--- src/rtl/tick_ctrl.sv ---
`default_nettype none
// ============================================================================
//  Module   : tick_ctrl
//  Purpose  : Timing and input-conditioning front end for the RG traffic-light
//             controller. Produces a one-cycle advance enable (tick) from the
//             board clock, synchronises and debounces the two slide switches,
//             and provides run / pause / single-step control.
//  Ports    : clk      - system clock, everything on the rising edge
//             rst      - synchronous active-high reset
//             sw[1:0]  - raw asynchronous switches (sw[0]=pause, sw[1]=step)
//             tick     - one-cycle advance enable
//             sw_db    - debounced, synchronised switch levels
//             sw_rise  - one-cycle pulse per bit on a 0->1 of sw_db
//             paused   - equals sw_db[0]
//  Revision : 1.0 - initial release
// ============================================================================
module tick_ctrl #(
  parameter int unsigned DIV       = 125_000_000,
  parameter int unsigned DB_CYCLES = 1_250_000
) (
  input  logic       clk,
  input  logic       rst,
  input  logic [1:0] sw,
  output logic       tick,
  output logic [1:0] sw_db,
  output logic [1:0] sw_rise,
  output logic       paused
);

  localparam int unsigned     c_PW         = $clog2(DIV);
  localparam int unsigned     c_DW         = $clog2(DB_CYCLES);
  localparam logic [c_PW-1:0] c_PCNT_MAX   = c_PW'(DIV - 1);
  localparam logic [c_DW-1:0] c_DB_MAX     = c_DW'(DB_CYCLES - 1);

  logic [1:0] w_sw_db;
  logic [1:0] w_sw_rise;

  // --------------------------------------------------------------------------
  // Per-switch two-flop synchroniser followed by a counting debouncer.
  // The counter only runs while the synchronised level disagrees with the
  // accepted level; any agreement clears it, so short glitches are dropped.
  // --------------------------------------------------------------------------
  for (genvar gi = 0; gi < 2; gi++) begin : g_bit
    logic            s1_q;
    logic            s2_q;
    logic            db_q;
    logic            db_d;
    logic            rise_q;
    logic            rise_d;
    logic [c_DW-1:0] cnt_q;
    logic [c_DW-1:0] cnt_d;

    always_comb begin
      db_d   = db_q;
      cnt_d  = cnt_q;
      rise_d = 1'b0;
      if (s2_q == db_q) begin
        cnt_d = '0;
      end else if (cnt_q == c_DB_MAX) begin
        db_d   = s2_q;
        cnt_d  = '0;
        rise_d = s2_q;
      end else begin
        cnt_d = cnt_q + 1'b1;
      end
    end

    always_ff @(posedge clk) begin
      if (rst) begin
        s1_q   <= 1'b0;
        s2_q   <= 1'b0;
        db_q   <= 1'b0;
        rise_q <= 1'b0;
        cnt_q  <= '0;
      end else begin
        s1_q   <= sw[gi];
        s2_q   <= s1_q;
        db_q   <= db_d;
        rise_q <= rise_d;
        cnt_q  <= cnt_d;
      end
    end

    assign w_sw_db[gi]   = db_q;
    assign w_sw_rise[gi] = rise_q;
  end

  // --------------------------------------------------------------------------
  // Prescaler. Mode decisions use the registered pause level, so the cycle in
  // which pause changes still behaves according to the previous mode. In
  // pause the phase counter is frozen and only step pulses produce ticks;
  // on resume counting continues from the frozen phase.
  // --------------------------------------------------------------------------
  logic [c_PW-1:0] pcnt_q;
  logic [c_PW-1:0] pcnt_d;
  logic            tick_q;
  logic            tick_d;

  always_comb begin
    pcnt_d = pcnt_q;
    tick_d = 1'b0;
    if (w_sw_db[0]) begin
      tick_d = w_sw_rise[1];
    end else begin
      tick_d = (pcnt_q == c_PCNT_MAX);
      pcnt_d = (pcnt_q == c_PCNT_MAX) ? '0 : pcnt_q + 1'b1;
    end
  end

  always_ff @(posedge clk) begin
    if (rst) begin
      pcnt_q <= '0;
      tick_q <= 1'b0;
    end else begin
      pcnt_q <= pcnt_d;
      tick_q <= tick_d;
    end
  end

  assign tick    = tick_q;
  assign sw_db   = w_sw_db;
  assign sw_rise = w_sw_rise;
  assign paused  = w_sw_db[0];

endmodule
`default_nettype wire

--- config.mk ---
export PLATFORM = sky130hd
export DESIGN_NAME = tick_ctrl
export DESIGN_NICKNAME = d
export VERILOG_FILES = /design/src/rtl/tick_ctrl.sv
export SDC_FILE = /design/constraint.sdc
export NUM_CORES = 1
export LEC_CHECK = 0
export BUFFER_PORTS_ARGS = -buffer_cell sky130_fd_sc_hd__buf_2
export CAP_MARGIN = 25
export CORE_AREA = 3 3 85 87
export DETAILED_ROUTE_END_ITERATION = 8
export DIE_AREA = 0 0 88 90
export HOLD_SLACK_MARGIN = 0.03
export PLACE_DENSITY = 0.84
export RECOVER_POWER = 100
export SLEW_MARGIN = 20
export SYNTH_ARGS = -nofsm -noshare
export SYNTH_HDL_FRONTEND = slang
export SYNTH_SLANG_ARGS = --single-unit
--- constraint.sdc ---
create_clock -name clk -period 1.9 [get_ports clk]
set_clock_uncertainty 0.05 [all_clocks]
set_input_delay 0.19 -clock clk [delete_from_list [all_inputs] [get_ports clk]]
set_output_delay 0.19 -clock clk [all_outputs]
set_load 0.03 [all_outputs]
==> summary.log, run 1 <==
INFO  synth          area_fraction_in_compound_gates_after_synthesis=9.274%
INFO  synth          synth-async-reset-ratio=0%
INFO  synth          muxShareOfSynthArea=0.2779%
INFO  timing         hold_violations_final=0
INFO  cts            cts_max_level=3
INFO  timing         slew_headroom=68.48%
INFO  floorplan      die_area=0.007920mm2
INFO  synth          synthDominantCellAreaShare=43.35%
INFO  critical_path  critical-path-slowest-cell=sky130_fd_sc_hd__or4_4
INFO  timing         fmax=0.5405GHz
INFO  global_routing antenna_violations_before_repair=0
INFO  synth          yosysWarnings=0
INFO  global_routing first_global_vias=2,998
INFO  floorplan      die-height=90um
INFO  synth          synth.lib_cells_used.distinct=44
INFO  critical_path  worstRegToRegCells=4
INFO  placed_design  gp_congestion=0.8659
INFO  power_and_ir_drop irDropWorstVdd=781.6uV
INFO  cells_and_area layout-drive-gt1-share=19.87%
INFO  synth          synth_edf_count=0
INFO  outcome        run_status=finished clean
INFO  cts            clkTransAtPathRegs=0.08ns
INFO  global_routing grt_overflow=0
INFO  critical_path  critPathCaptureType=register
INFO  job            cap_violations=0
INFO  timing         post-route-min-period=1.850ns
INFO  placed_design  detailed_place_hpwl=5212um
INFO  synth          most_used_dff_post_synth=sky130_fd_sc_hd__dfxtp_1
INFO  hold_path      holdCritStartpoint=rst
INFO  synth          synth_top_cell_by_area=sky130_fd_sc_hd__dfxtp_1
INFO  cts            numCtsBuffers=9
INFO  timing         setup_violations=0
INFO  cells_and_area fin_cells=540
INFO  detailed_routing drt.antenna.violating_nets=0
INFO  critical_path  crit_path_cell_trace=nand3_1, or4_4, or4_1, a21oi_1
INFO  placed_design  placed_cells_incl_taps=520
INFO  critical_path  critical_path_arrival=2.08ns
INFO  placed_design  placement.io_buffers=9
INFO  cts            skew_pair_late_insertion_delay=0.35ns
INFO  floorplan      io-pin-count=10
INFO  power_and_ir_drop power.leakage=1.315nW
INFO  hold_path      worst_hold_end=paused
INFO  synth          yosys_register_bits=78
INFO  detailed_routing via_count=3,120
INFO  synth          syn_inst=416
INFO  cells_and_area area.growth.synth_to_final=17.05%
INFO  synth          syn-cell-area=0.003602mm2
INFO  timing         timing.final.crit_share=97.37%
INFO  synth          synthAdderAreaFrac=1.042%
INFO  cts            cts.path.max_buffers=2
INFO  cts            clock-sinks=78
INFO  hold_path      whs_path_depth=2
INFO  synth          post_synth_xor_xnor_area=9.726%
INFO  detailed_routing avgViaCountPerCell=5.778
INFO  detailed_routing totalWireLength=7540um
INFO  hold_path      path_class_of_the_lowest_slack_min_delay_path=in2reg
INFO  synth          syn_avg_cell_area=8.659um2
INFO  critical_path  start_kind=register
INFO  cts            cts.root.buffer_cell=sky130_fd_sc_hd__clkbuf_8
INFO  floorplan      initial_utilization=56.09%
INFO  power_and_ir_drop power_per_cell_area=704.9mW/mm2
INFO  cts            tritoncts=built
INFO  floorplan      num_rows=29
INFO  detailed_routing drc_viols=0
INFO  power_and_ir_drop power.total=2.972mW
INFO  floorplan      core_area=0.006422mm2
INFO  cells_and_area mostFrequentLayoutCells=sky130_fd_sc_hd__dfxtp_1, sky130_fd_sc_hd__nor2_1, sky130_fd_sc_hd__buf_4, sky130_fd_sc_hd__xnor2_1, sky130_fd_sc_hd__a21oi_1
INFO  critical_path  critical_path_class=reg2reg
INFO  timing         worst_slew_pin_slew=0.4662ns
INFO  global_routing largest_net_degree_at_the_start_of_global_routing=22
INFO  synth          synth-simple-area-share=31.23%
INFO  cells_and_area final_common_cell=sky130_fd_sc_hd__dfxtp_1
INFO  synth          dominant_combinational_cell_family_by_area_after_synthesis=simple AND/OR/NAND/NOR gates
INFO  critical_path  path_max_fanout=5
INFO  global_routing grt_pass1_wl=13,190um
INFO  synth          mappedNetlistNets=423
INFO  critical_path  regToRegEndpoint=pcnt_q[26]
INFO  timing         drv_slew=0
INFO  critical_path  critical-path-max-stage-delay=0.58ns
INFO  cells_and_area n_fill_cell=509
INFO  floorplan      dieWidth=88um
INFO  critical_path  crit-reg2reg-launch=pcnt_q[3]
INFO  cells_and_area finish.net_count=465
INFO  cells_and_area n_antenna_cell=0
INFO  critical_path  worst_ep_required_time=2.13ns
INFO  critical_path  r2r_slack=0.05ns
INFO  detailed_routing firstDrtPassIters=4
INFO  detailed_routing wire_per_inst=13.96um
INFO  global_routing global_route.usage.total=20.18%
INFO  detailed_routing detailedRoute.firstIterationViolations=102
INFO  synth          ys_top_cells_by_area=sky130_fd_sc_hd__dfxtp_1, sky130_fd_sc_hd__xnor2_1, sky130_fd_sc_hd__nor2_1, sky130_fd_sc_hd__a21oi_1, sky130_fd_sc_hd__nand3_1
INFO  synth          seq_area_frac_synth=43.35%
## what timing repair did
item	4_1_cts	5_1_grt
gates resized for setup	4	17
pin swaps	0	2
setup endpoints to repair	3	34
setup buffers	0	2
endpoints found under the hold margin	2	0
hold buffers	2	0
## worst max-delay path: cells and delay by family (launching register included)
kind | cells | cell delay (ns)
AND/OR/NAND/NOR | 3 | 1.18
flip-flops | 1 | 0.41
AO/OA/AOI/OAI | 1 | 0.15
## flip-flops by register name (all words and copies together), names as in the netlist
name and count:
g_bit.rise_q 2, g_bit.s2_q 2, g_bit.cnt_q 42, g_bit.s1_q 2, pcnt_q 27, g_bit.db_q 1
paused 1, tick 1
## power breakdown
part / internal (mW) / leakage, nW / total, mW / switching, mW
sequential: 1.64 / 0.634 / 1.65 / 0.00784
combinational: 0.0325 / 0.585 / 0.0645 / 0.0320
clock: 0.643 / 0.0955 / 1.25 / 0.612
total: 2.32 / 1.31 / 2.97 / 0.652
## Yosys cell counts, types with 5 or more instances
| master | number |
|---|---|
| sky130_fd_sc_hd__nor3_1 | 6 |
| sky130_fd_sc_hd__nor4_1 | 12 |
| sky130_fd_sc_hd__nor2_1 | 53 |
| sky130_fd_sc_hd__buf_4 | 5 |
| sky130_fd_sc_hd__o31ai_1 | 11 |
| sky130_fd_sc_hd__nand3_1 | 25 |
| sky130_fd_sc_hd__nor2b_1 | 5 |
| sky130_fd_sc_hd__xnor2_1 | 28 |
| sky130_fd_sc_hd__xor2_1 | 12 |
| sky130_fd_sc_hd__nand2_1 | 19 |
| sky130_fd_sc_hd__nor4b_1 | 5 |
| sky130_fd_sc_hd__or4_1 | 16 |
| sky130_fd_sc_hd__or3_1 | 13 |
| sky130_fd_sc_hd__dfxtp_1 | 78 |
| sky130_fd_sc_hd__inv_1 | 14 |
| sky130_fd_sc_hd__clkbuf_1 | 8 |
| sky130_fd_sc_hd__a21oi_1 | 28 |
| sky130_fd_sc_hd__nand4_1 | 18 |
| sky130_fd_sc_hd__o21ai_0 | 18 |
| sky130_fd_sc_hd__and3_1 | 6 |
## kinds of logic (layout without fill, tap and decap cells)
logic type	Yosys count	after routing
and+or+nand+nor	202	202
DFF	78	78
AOI/OAI and AO/OA	59	59
xor gates and xnor gates	40	40
buffers and inverters	33	80
adders and majority gates	3	3
muxes	1	1
## cell type report
cell class | count | area [um2] | share of cell area (%)
multi-input cells | 305 | 1918 | 45.49
flip-flops and latches | 78 | 1574 | 37.33
repair buffers | 50 | 375.4 | 8.902
clock buffers | 11 | 141.4 | 3.353
well taps | 77 | 96.34 | 2.285
clock inverters | 5 | 58.81 | 1.395
inverters | 14 | 52.55 | 1.246
## routing by layer
layer | vias up | global-route usage [%] | wire, um
li1 | 1573 | - | -
met1 | 1480 | 25.55 | 3339
met2 | 57 | 32.73 | 3888
met3 | 10 | 5.210 | 244
met4 | 0 | 7.161 | 68
met5 | - | 0 | 0
## through the flow
stage / utilization [%] / hold slack (ns) / area, um2 / TNS, ns / worst slack, ns
global route: 65.65 / 0.1198 / 4217 / -0.04839 / -0.02111
detailed placement: 61.19 / 0.3546 / 3930 / -0.001498 / -0.001498
floorplan: - / 0.2682 / 3623 / 0 / 0.0009698
CTS: 64.76 / 0.08807 / 4159 / 0 / 0.002713
global placement: 61.19 / 0.3508 / 3930 / 0 / 0.03472
finish: 65.65 / 0.09903 / 4217 / 0 / 0.04995
## worst max path at each step
stage | depth (start not counted) | end | from
5_1_grt | 4 | pcnt_q[26] | pcnt_q[3]
4_1_cts | 4 | pcnt_q[24] | pcnt_q[16]
2_1_floorplan | 6 | pcnt_q[13] | paused
3_3_place_gp | 5 | g_bit[1].cnt_q[18] | g_bit[1].cnt_q[1]
3_5_place_dp | 5 | g_bit[1].cnt_q[18] | g_bit[1].cnt_q[1]
6_report | 4 | pcnt_q[26] | pcnt_q[3]
No activity file was read; power rests on OpenSTA's default activity.
==> inputs of run 2 (changes only) <==
--- a/constraint.sdc
+++ b/constraint.sdc
@@ -4,2 +4,2 @@
 set_output_delay 0.19 -clock clk [all_outputs]
-set_load 0.03 [all_outputs]
+set_load 0.05 [all_outputs]
==> run 2 against run 1 <==
- clock power increased by 9.6%
- setup slack got worse by 0.025 ns
- worst hold slack improved by 0.0073 ns
- sequential cell count unchanged
- via count about the same
- count of clock-buffer cells in the layout unchanged
- design area increased by 1.0%
- register-to-register slack got worse by 0.03 ns
- total power increased by 3.8%
- routed wire length increased by 3.9%
- core utilization increased by 0.66 points
- critical endpoint is now pcnt_q[23]
- largest cell class unchanged
- highest routed layer unchanged
==> summary.log, run 2 (synthesized netlist as in run 1, its figures left out) <==
INFO  detailed_routing detailedRoute.firstIterationViolations=101 [-0.98%]
INFO  detailed_routing drc_viols=0 [unchanged]
INFO  critical_path  crit_path_cell_trace=nand3_1, or4_4, or4_1, a21oi_1
INFO  cts            cts_max_level=3 [unchanged]
INFO  critical_path  critPathCaptureType=register
INFO  critical_path  critical_path_cell_count=4 [unchanged]
INFO  global_routing grt_overflow=0 [unchanged]
INFO  cells_and_area area.growth.synth_to_final=18.24%
INFO  power_and_ir_drop irDropWorstVdd=500.5uV [-36%]
INFO  critical_path  critical-path-slowest-cell=sky130_fd_sc_hd__or4_4
INFO  floorplan      dieWidth=88um [unchanged]
INFO  critical_path  critical_path_arrival=2.09ns [about the same]
INFO  cells_and_area n_fill_cell=495 [-2.8%]
INFO  power_and_ir_drop p_switching=611.9uW [-6.1%]
INFO  critical_path  worstRegToRegCells=4 [unchanged]
INFO  detailed_routing wire_per_inst=14.50um [+3.9%]
INFO  power_and_ir_drop power_per_cell_area=724.5mW/mm2 [+2.8%]
INFO  power_and_ir_drop internal_power=2.474mW [+6.6%]
INFO  critical_path  critical_path_class=reg2reg
INFO  cts            numCtsBuffers=9 [unchanged]
INFO  placed_design  detailed_place_hpwl=5254um [+0.81%]
INFO  placed_design  placed_cells_incl_taps=519 [-0.19%]
INFO  critical_path  path_max_fanout=6 [+1]
INFO  power_and_ir_drop power.share.clock=44.4% [+2.2 points]
INFO  floorplan      die_area=0.007920mm2 [unchanged]
INFO  global_routing largest_net_degree_at_the_start_of_global_routing=28 [+27%]
INFO  floorplan      core_area=0.006422mm2 [unchanged]
INFO  cells_and_area registers_with_the_most_flip_flops=g_bit.cnt_q x42, pcnt_q x27
INFO  critical_path  start_kind=register
INFO  global_routing antenna_violations_before_repair=0 [unchanged]
INFO  timing         worst_slew_pin_slew=0.6001ns [+0.1339 ns]
INFO  power_and_ir_drop share_seq_of_total_power=53.5% [-2.1 points]
INFO  floorplan      io-pin-count=10 [unchanged]
INFO  cells_and_area finish.net_count=466 [+0.22%]
INFO  timing         setup_violations=0 [unchanged]
INFO  critical_path  cp_num_buf_inv=0 [unchanged]
INFO  timing         timing.final.crit_share=98.69% [+1.3 points]
INFO  cells_and_area mostFrequentLayoutCells=sky130_fd_sc_hd__dfxtp_1, sky130_fd_sc_hd__nor2_1, sky130_fd_sc_hd__buf_4, sky130_fd_sc_hd__xnor2_1, sky130_fd_sc_hd__a21oi_1
INFO  timing         post-route-min-period=1.875ns [+0.02513 ns]
INFO  cells_and_area regMostFlops=g_bit.cnt_q
INFO  cts            cts.path.max_buffers=2 [unchanged]
INFO  cells_and_area largest_register_ff_count=42 [unchanged]
INFO  floorplan      initial_utilization=56.09% [unchanged]
INFO  power_and_ir_drop power.leakage=1.331nW [+1.2%]
INFO  hold_path      path_class_of_the_lowest_slack_min_delay_path=in2reg
INFO  cells_and_area n_antenna_cell=0 [unchanged]
INFO  cells_and_area fin_cells=540 [unchanged]
INFO  critical_path  critical-path-max-stage-delay=0.56ns [-0.02 ns]
INFO  detailed_routing firstDrtPassIters=4 [unchanged]
INFO  power_and_ir_drop power.total=3.086mW [+3.8%]
INFO  global_routing global_route.usage.total=19.96% [-0.21 points]
INFO  placed_design  gp_congestion=0.8525 [-1.5%]
INFO  global_routing grt_pass1_wl=12,830um [-2.7%]
INFO  hold_path      whs_path_depth=2 [unchanged]
INFO  critical_path  worst_ep_required_time=2.11ns [-0.02 ns]
INFO  timing         slew_headroom=60.16% [-8.3 points]
INFO  outcome        run_status=finished clean
INFO  critical_path  path_delay_family=simple AND/OR/NAND/NOR gates
INFO  floorplan      num_rows=29 [unchanged]
INFO  global_routing first_global_vias=3,024 [+0.87%]
INFO  job            cap_violations=0 [unchanged]
INFO  cells_and_area final_common_cell=sky130_fd_sc_hd__dfxtp_1
INFO  cells_and_area multi_input_comb_area=0.001951mm2 [+1.7%]
INFO  detailed_routing avgViaCountPerCell=5.772 [about the same]
INFO  cts            clock-sinks=78 [unchanged]
INFO  cells_and_area post_route_standard_cell_area_excluding_fillers=0.004259mm2 [+1.0%]
INFO  detailed_routing via_count=3,117 [-0.096%]
INFO  placed_design  placement.io_buffers=9 [unchanged]
INFO  cts            clkTransAtPathRegs=0.08ns [about the same]
INFO  timing         drv_slew=0 [unchanged]
INFO  cts            cts.root.buffer_cell=sky130_fd_sc_hd__clkbuf_8
INFO  detailed_routing drt.antenna.violating_nets=0 [unchanged]
INFO  timing         fmax=0.5333GHz [-1.3%]
INFO  power_and_ir_drop netSwitchingFraction=19.83% [-2.1 points]
INFO  floorplan      die-height=90um [unchanged]
INFO  cells_and_area final-seq-area=0.001579mm2 [+0.32%]
INFO  detailed_routing totalWireLength=7832um [+3.9%]
INFO  cts            skew_pair_late_insertion_delay=0.34ns [about the same]
INFO  timing         hold_violations_final=0 [unchanged]
INFO  cells_and_area layout-drive-gt1-share=20.95% [+1.1 points]
INFO  placed_design  placed_area=0.003916mm2 [-0.35%]
INFO  power_and_ir_drop power.share.combinational=2.0% [-0.2 points]
INFO  cts            tritoncts=built
==> run 2: worst paths after layout <==
check	from	to	slack (ns)
setup / recovery	pcnt_q[20]	pcnt_q[23]	0.02
hold / removal	rst	paused	0.11
setup reg to reg	pcnt_q[20]	pcnt_q[23]	0.02
hold reg to reg	g_bit[0].cnt_q[0]	g_bit[0].cnt_q[0]	0.39
==> run 2: power by group through the flow <==
stage	clock network, mW	logic [mW]	registers (mW)
finish	1.37	0.0631	1.65
CTS	1.40	0.0573	1.65
global placement	0	0.0514	1.69
global route	1.47	0.0696	1.65
detailed placement	0	0.0540	1.69
floorplan	0	0.0391	1.69
==> run 2: repair_timing <==
item | 4_1_cts | 5_1_grt
hold buffers | 2 | 0
endpoints found under the setup margin | 3 | 26
buffers inserted | 0 | 2
pin swaps | 2 | 3
cloned | 0 | 2
gates resized for setup | 4 | 26
endpoints found under the hold margin | 2 | 0
==> run 2: through the flow <==
stage	hold slack (ns)	setup WS, ns	setup TNS, ns	util, %
after floorplan	0.2682	0.001031	0	-
after global placement	0.3524	0.03974	0	60.98
after detailed placement	0.3517	-0.09803	-0.09803	60.98
after CTS	0.07806	0.009573	0	64.93
after global routing	0.1135	-0.02702	-0.1878	66.32
final	0.1064	0.02482	0	66.32
==> run 2: metal layers <==
metal | up-vias | wire, um | track usage, %
met1 | 1487 | 3455 | 24.28
met5 | - | 0 | 0
met2 | 48 | 4042 | 33.54
li1 | 1572 | - | -
met4 | 0 | 116 | 9.847
met3 | 10 | 218 | 3.108
==> run 2: final cells by class <==
type,instances,share of cell area (%)
multi-input combinational,306,45.80
sequential,78,37.07
timing repair buffer,50,8.431
clock buffer,11,3.555
tap,77,2.262
clock inverter,4,1.645
inverter,14,1.234
